===== src/rtl/gsim_pkg.sv =====
// Shared types and band constants for the GSIM Gauss-Seidel solver family.
// The row equation is 20*x_i - 13*(x_i±1) + 6*(x_i±2) - (x_i±3) = b_i.
package gsim_pkg;

  typedef enum logic [1:0] {
    RECEIVE = 2'd0,
    CALC    = 2'd1,
    SEND    = 2'd2
  } state_t;

  localparam int C_DIAG = 20;
  localparam int C_N1   = 13;
  localparam int C_N2   = 6;
  localparam int C_N3   = 1;
  localparam int BAND   = 3;

  function automatic int clog2(input int v);
    int r;
    r = 0;
    while ((1 << r) < v) r++;
    return r;
  endfunction

endpackage


===== src/rtl/gsim_row_update.sv =====
// One Gauss-Seidel row update: (b<<<FRAC + weighted neighbours) / 20, saturated,
// plus |x_new - x_old| for convergence tracking. Purely combinational.
module gsim_row_update
  import gsim_pkg::*;
#(
  parameter int B_W  = 16,
  parameter int X_W  = 32,
  parameter int FRAC = 16
) (
  input  logic signed [B_W-1:0]            b_i,
  input  logic [2*BAND-1:0][X_W-1:0]       nbr,     // {i+3,i-3,i+2,i-2,i+1,i-1}
  input  logic [2*BAND-1:0]                nbr_ok,
  input  logic [X_W-1:0]                   x_old,
  output logic [X_W-1:0]                   x_new,
  output logic [X_W:0]                     delta
);

  localparam int NW = X_W + 8;
  localparam logic signed [NW-1:0] K0 = NW'(C_DIAG);
  localparam logic signed [NW-1:0] K1 = NW'(C_N1);
  localparam logic signed [NW-1:0] K2 = NW'(C_N2);
  localparam logic signed [NW-1:0] K3 = NW'(C_N3);
  localparam logic signed [NW-1:0] XMAX = {{(NW-X_W+1){1'b0}}, {(X_W-1){1'b1}}};
  localparam logic signed [NW-1:0] XMIN = {{(NW-X_W+1){1'b1}}, {(X_W-1){1'b0}}};

  logic signed [NW-1:0] nv [2*BAND];
  logic signed [NW-1:0] bx, num, q;
  logic signed [X_W:0]  diff;

  always_comb begin
    for (int k = 0; k < 2*BAND; k++)
      nv[k] = nbr_ok[k] ? NW'(signed'(nbr[k])) : '0;
  end

  // NW bits leave headroom for 40*|x|max + b<<<FRAC, so no intermediate wraps
  assign bx  = NW'(b_i) <<< FRAC;
  assign num = bx + K1 * (nv[0] + nv[1]) - K2 * (nv[2] + nv[3]) + K3 * (nv[4] + nv[5]);
  assign q   = num / K0;

  always_comb begin
    if (q > XMAX)      x_new = {1'b0, {(X_W-1){1'b1}}};
    else if (q < XMIN) x_new = {1'b1, {(X_W-1){1'b0}}};
    else               x_new = q[X_W-1:0];
  end

  assign diff  = {x_new[X_W-1], x_new} - {x_old[X_W-1], x_old};
  assign delta = diff[X_W] ? (~diff + (X_W+1)'(1)) : diff;

endmodule


===== src/rtl/gsim_param.sv =====
// Parametrised iterative Gauss-Seidel solver: streams in b, sweeps rows one per
// cycle until the max per-sweep change is within tol or the sweep limit is hit.
module gsim_param
  import gsim_pkg::*;
#(
  parameter int N        = 16,
  parameter int B_W      = 16,
  parameter int X_W      = 32,
  parameter int FRAC     = 16,
  parameter int MAX_ITER = 200
) (
  input  logic                              clk,
  input  logic                              reset_n,
  input  logic                              in_valid,
  output logic                              in_ready,
  input  logic signed [B_W-1:0]             b_in,
  input  logic [clog2(MAX_ITER+1)-1:0]      iter_limit,
  input  logic [X_W-1:0]                    tol,
  output logic                              out_valid,
  input  logic                              out_ready,
  output logic [X_W-1:0]                    x_out,
  output logic [clog2(N)-1:0]               x_idx,
  output logic [clog2(MAX_ITER+1)-1:0]      iter_count,
  output logic                              converged
);

  localparam int IW   = clog2(N);
  localparam int IC_W = clog2(MAX_ITER+1);
  localparam logic [IC_W-1:0] MAXI = IC_W'(MAX_ITER);

  state_t state, state_nx;

  logic [IW-1:0]          idx;
  logic [IC_W-1:0]        lim_q, lim_in;
  logic [X_W-1:0]         tol_q;
  logic [X_W:0]           max_d, max_inc;
  logic [X_W-1:0]         x_mem [N];
  logic signed [B_W-1:0]  b_mem [N];

  logic [2*BAND-1:0][X_W-1:0] nbr;
  logic [2*BAND-1:0]          nbr_ok;
  logic [X_W-1:0]             x_new;
  logic [X_W:0]               delta;

  logic accept, first, last_in, last_row, last_out, done_tol, done_lim;

  assign in_ready  = (state == RECEIVE);
  assign out_valid = (state == SEND);
  assign x_out     = x_mem[x_idx];

  assign accept   = in_valid && in_ready;
  assign first    = accept && (idx == '0);
  assign last_in  = accept && (idx == IW'(N-1));
  assign last_row = (state == CALC) && (idx == IW'(N-1));
  assign last_out = out_valid && out_ready && (x_idx == IW'(N-1));

  assign lim_in   = (iter_limit == '0 || iter_limit > MAXI) ? MAXI : iter_limit;
  // Max is restarted at row 0 so each sweep is judged on its own changes
  assign max_inc  = (idx == '0 || delta > max_d) ? delta : max_d;
  assign done_tol = (max_inc <= {1'b0, tol_q});
  assign done_lim = ({1'b0, iter_count} + (IC_W+1)'(1)) >= {1'b0, lim_q};

  // Neighbour fetch straight from the live x array, so rows below i are already new
  for (genvar d = 1; d <= BAND; d++) begin : g_nbr
    assign nbr_ok[2*d-2] = (int'(idx) >= d);
    assign nbr_ok[2*d-1] = (int'(idx) + d < N);
    assign nbr[2*d-2]    = nbr_ok[2*d-2] ? x_mem[idx - IW'(d)] : '0;
    assign nbr[2*d-1]    = nbr_ok[2*d-1] ? x_mem[idx + IW'(d)] : '0;
  end

  gsim_row_update #(
    .B_W  (B_W),
    .X_W  (X_W),
    .FRAC (FRAC)
  ) u_row (
    .b_i    (b_mem[idx]),
    .nbr    (nbr),
    .nbr_ok (nbr_ok),
    .x_old  (x_mem[idx]),
    .x_new  (x_new),
    .delta  (delta)
  );

  always_ff @(posedge clk or negedge reset_n) begin
    if (!reset_n) state <= RECEIVE;
    else          state <= state_nx;
  end

  always_comb begin
    state_nx = state;
    case (state)
      RECEIVE: if (last_in) state_nx = CALC;
      CALC:    if (last_row && (done_tol || done_lim)) state_nx = SEND;
      SEND:    if (last_out) state_nx = RECEIVE;
      default: state_nx = RECEIVE;
    endcase
  end

  always_ff @(posedge clk or negedge reset_n) begin
    if (!reset_n) begin
      idx        <= '0;
      x_idx      <= '0;
      iter_count <= '0;
      converged  <= 1'b0;
      lim_q      <= '0;
      tol_q      <= '0;
      max_d      <= '0;
      for (int k = 0; k < N; k++) begin
        x_mem[k] <= '0;
        b_mem[k] <= '0;
      end
    end else begin
      case (state)
        RECEIVE: if (accept) begin
          b_mem[idx] <= b_in;
          idx        <= last_in ? '0 : idx + IW'(1);
          if (first) begin
            lim_q      <= lim_in;
            tol_q      <= tol;
            iter_count <= '0;
            converged  <= 1'b0;
            for (int k = 0; k < N; k++) x_mem[k] <= '0;
          end
        end
        CALC: begin
          x_mem[idx] <= x_new;
          max_d      <= max_inc;
          if (last_row) begin
            idx        <= '0;
            iter_count <= iter_count + IC_W'(1);
            converged  <= done_tol;
          end else begin
            idx <= idx + IW'(1);
          end
        end
        SEND: if (out_ready) x_idx <= (x_idx == IW'(N-1)) ? '0 : x_idx + IW'(1);
        default: ;
      endcase
    end
  end

endmodule


===== config.mk =====
export PLATFORM = sky130hd
export DESIGN_NAME = gsim_param
export DESIGN_NICKNAME = d
export VERILOG_FILES = /design/src/rtl/gsim_pkg.sv /design/src/rtl/gsim_row_update.sv /design/src/rtl/gsim_param.sv
export SDC_FILE = /design/constraint.sdc
export NUM_CORES = 2
export LEC_CHECK = 0
export CAP_MARGIN = 20
export CORE_MARGIN = 3
export CORE_UTILIZATION = 50
export CTS_CLUSTER_DIAMETER = 150
export CTS_CLUSTER_SIZE = 24
export DETAILED_ROUTE_END_ITERATION = 16
export GPL_TIMING_DRIVEN = 0
export PLACE_DENSITY = 0.7
export REMOVE_ABC_BUFFERS = 1
export SETUP_SLACK_MARGIN = 0.5
export SLEW_MARGIN = 40
export SYNTH_ARGS = -nofsm -noshare
export SYNTH_HDL_FRONTEND = slang
export SYNTH_SLANG_ARGS = --single-unit

===== constraint.sdc =====
create_clock -name clk -period 49.9 [get_ports clk]
set_input_delay 9.98 -clock clk [delete_from_list [all_inputs] [get_ports clk]]
set_output_delay 9.98 -clock clk [all_outputs]
set_load 0.02 [all_outputs]

==> reports/qor.yml <==
status: "finished, final reports clean"
drive_gt1_share_pct: 19.2
slowest_delay_ps: 810
clk_pin_slew_ps: 120
post-route-period-util_pct: 93.8
crit_path_end_kind: "flip-flop"
synth.avg_cell_area_sq_um: 9.81
cts_buffer_depth: 3
clock-root-buffer: "clkbuf_16"
track_usage_pct: 36.4
clkSinkCount: 860
chipHeight_microns: 408
h-tree-depth: 2
overflow: 0
path_delay_family: "compound AO/OA/AOI/OAI gates"
synth_area_sq_mm: 0.0809
min_period_ps: 46800
placed_area_sq_mm: 0.0878
grtUsageMet1_pct: 44.1
fillers: 13700
final_design_area_no_fill_sq_mm: 0.0893
ant_nets: 0
cts_tree: "yes"
critical_path_class: "flip-flop to flip-flop"
core_area_sq_mm: 0.161
start_util_pct: 50.3
area_growth_syn_to_layout_pct: 10.4
drv_cap: 0
startpoint_type: "flip-flop"
grt_max_degree: 105
setup_viol: 0
clock.fmax_ghz: 0.0214
hold_ws_ps: 486
netlist_instances: 8248
hold_viol_final: 0
clock_latency_ps: 740
numCtsBuffers: 42
pre_cts_slack_ps: 3670
crit_slowest_cell: "xor3_4"
grt_pass1_wl_mm: 457
ys.flop_type: "dfrtp_1"
drtIter0Drc: 10100
grt.met3_usage_pct: 14.0
worst-path-buf-inv: 13
ys_top_cells_by_count: "nand2_1, dfrtp_1, mux4_2"
dieArea_sq_mm: 0.167
critPathArrivalTime_ps: 47360
hold_path_depth: 2
cp_max_fo: 45
antenna_found_initial: 20
routed_wl_mm: 312
yosysTopAreaCell: "dfrtp_1"
via_per_inst: 7.16
clock_skew_ps: 88.5
tightest_slew_ps: 1020
r2r_cells: 192
core.rowCount: 147
fin_nets: 8673
port_buffers: 106
crit_required_ps: 50470
drcViolationCount: 0
dp_hpwl_mm: 229
finalMaxSlewViolations: 0
slew_headroom_pct: 31.4
synth.ff_latch_count: 860
synth_enable_flop_cells: 0
ioPinCount: 107
ys_warn_count: 0
hold_path_class: "flip-flop to flip-flop"
vias: 73300
wl_per_cell_microns: 30.4
seq_area_frac_synth_pct: 26.6
grt_setup_unrepaired: "false"
yosys-top-cells-area: "dfrtp_1, mux4_2, ha_1"
grt_pass1_vias: 69900
gp_congestion: 0.986
firstDrtPassIters: 7
synth.most_common_cell: "nand2_1"
grt.busiest_layer: "met2"
ys_async_sr_fraction_pct: 100
die_x_microns: 408
crit_cells: 192
synth_top_cell_area_share_pct: 26.6
setup_slack_ps: 3100
use_met2_pct: 51.8
cp_common_cell: "a21oi_1"
ys_types: 120
flip-flops by register name (all words and copies together) (netlist names):
register and cells:
lim_q 8, tol_q 32, converged 1, x_mem 512
max_d 33, state 2, b_mem 256, x_idx 4
iter_count 8, idx 4
what timing repair did:
action,4_1_cts,5_1_grt
setup buffers,0,8
resized for setup,0,9
endpoints found under the setup margin,0,3
hold buffers,0,0
metal layers:
layer  wire length (microns)  up-vias
met3                   44700     1602
met4                   32200       18
met5                     118        -
met1                  105000    35800
met2                  129000     5654
li1                        -    30200
through the flow:
stage	cells	util, %	setup TNS, ps
2_1_floorplan	7649	-	-3186590
3_3_place_gp	9915	51.2	-
3_5_place_dp	10200	54.6	0
4_1_cts	10200	55.3	0
5_1_grt	10200	55.5	0
6_report	10200	55.6	0
tightest hold or removal path: stages, from the launching register on:
cell     delay (ps)
dfrtp_1         350
nand2_1          50
nand2_1          60
final timing paths:
check                                 from          to  slack [ps]
worst max-delay path                idx[1]    state[1]        3100
worst min-delay path            b_mem[253]  b_mem[253]         490
worst max register to register      idx[1]    state[1]        3100
worst min register to register  b_mem[253]  b_mem[253]         490
max in group asynchronous          reset_n   max_d[24]       38630
min in group asynchronous          reset_n  x_mem[330]        9080
layout make-up:
cell class	count	area, sq um	share of cell area, %
Clock inverter	3	45.0	0.0504
Antenna cell	19	47.5	0.0532
Sequential cell	860	21600	24.1
Tap cell	2160	2700	3.03
Clock buffer	47	1090	1.22
Inverter	442	1660	1.86
Multi-Input combinational cell	6348	56600	63.4
Timing Repair Buffer	365	5600	6.27
cell families after synthesis:
| family | synth area share [%] |
|---|---|
| buffers and inverters | 5.10 |
| AO/OA/AOI/OAI | 17.0 |
| flip-flops | 26.6 |
| AND/OR/NAND/NOR | 11.5 |
| multiplexers | 26.4 |
| adder cells (fa/ha/maj) | 10.2 |
| XOR/XNOR | 3.30 |
placed cells by master, fill, tap and decap left out, drive strengths merged, types with 34 or more instances in the layout:
| master | n |
|---|---|
| o21bai | 66 |
| dfrtp | 860 |
| nand2 | 1041 |
| nand4 | 52 |
| mux4 | 652 |
| xor2 | 112 |
| inv | 444 |
| o21ai | 885 |
| a21o | 75 |
| and2 | 61 |
| or3 | 34 |
| clkdlybuf4s50 | 105 |
| xnor2 | 186 |
| nor3 | 77 |
| mux2i | 286 |
| a211oi | 242 |
| ha | 387 |
| nor2 | 345 |
| o211ai | 85 |
| buf | 259 |
| fa | 167 |
| nor2b | 140 |
| a22oi | 40 |
| a21oi | 350 |
| clkbuf | 48 |
| o21a | 62 |
| nand3 | 108 |
| a221oi | 45 |
| mux2 | 336 |
Power is not shown: default switching activity piles up to over one toggle a cycle in this logic, so the estimate is an artifact.
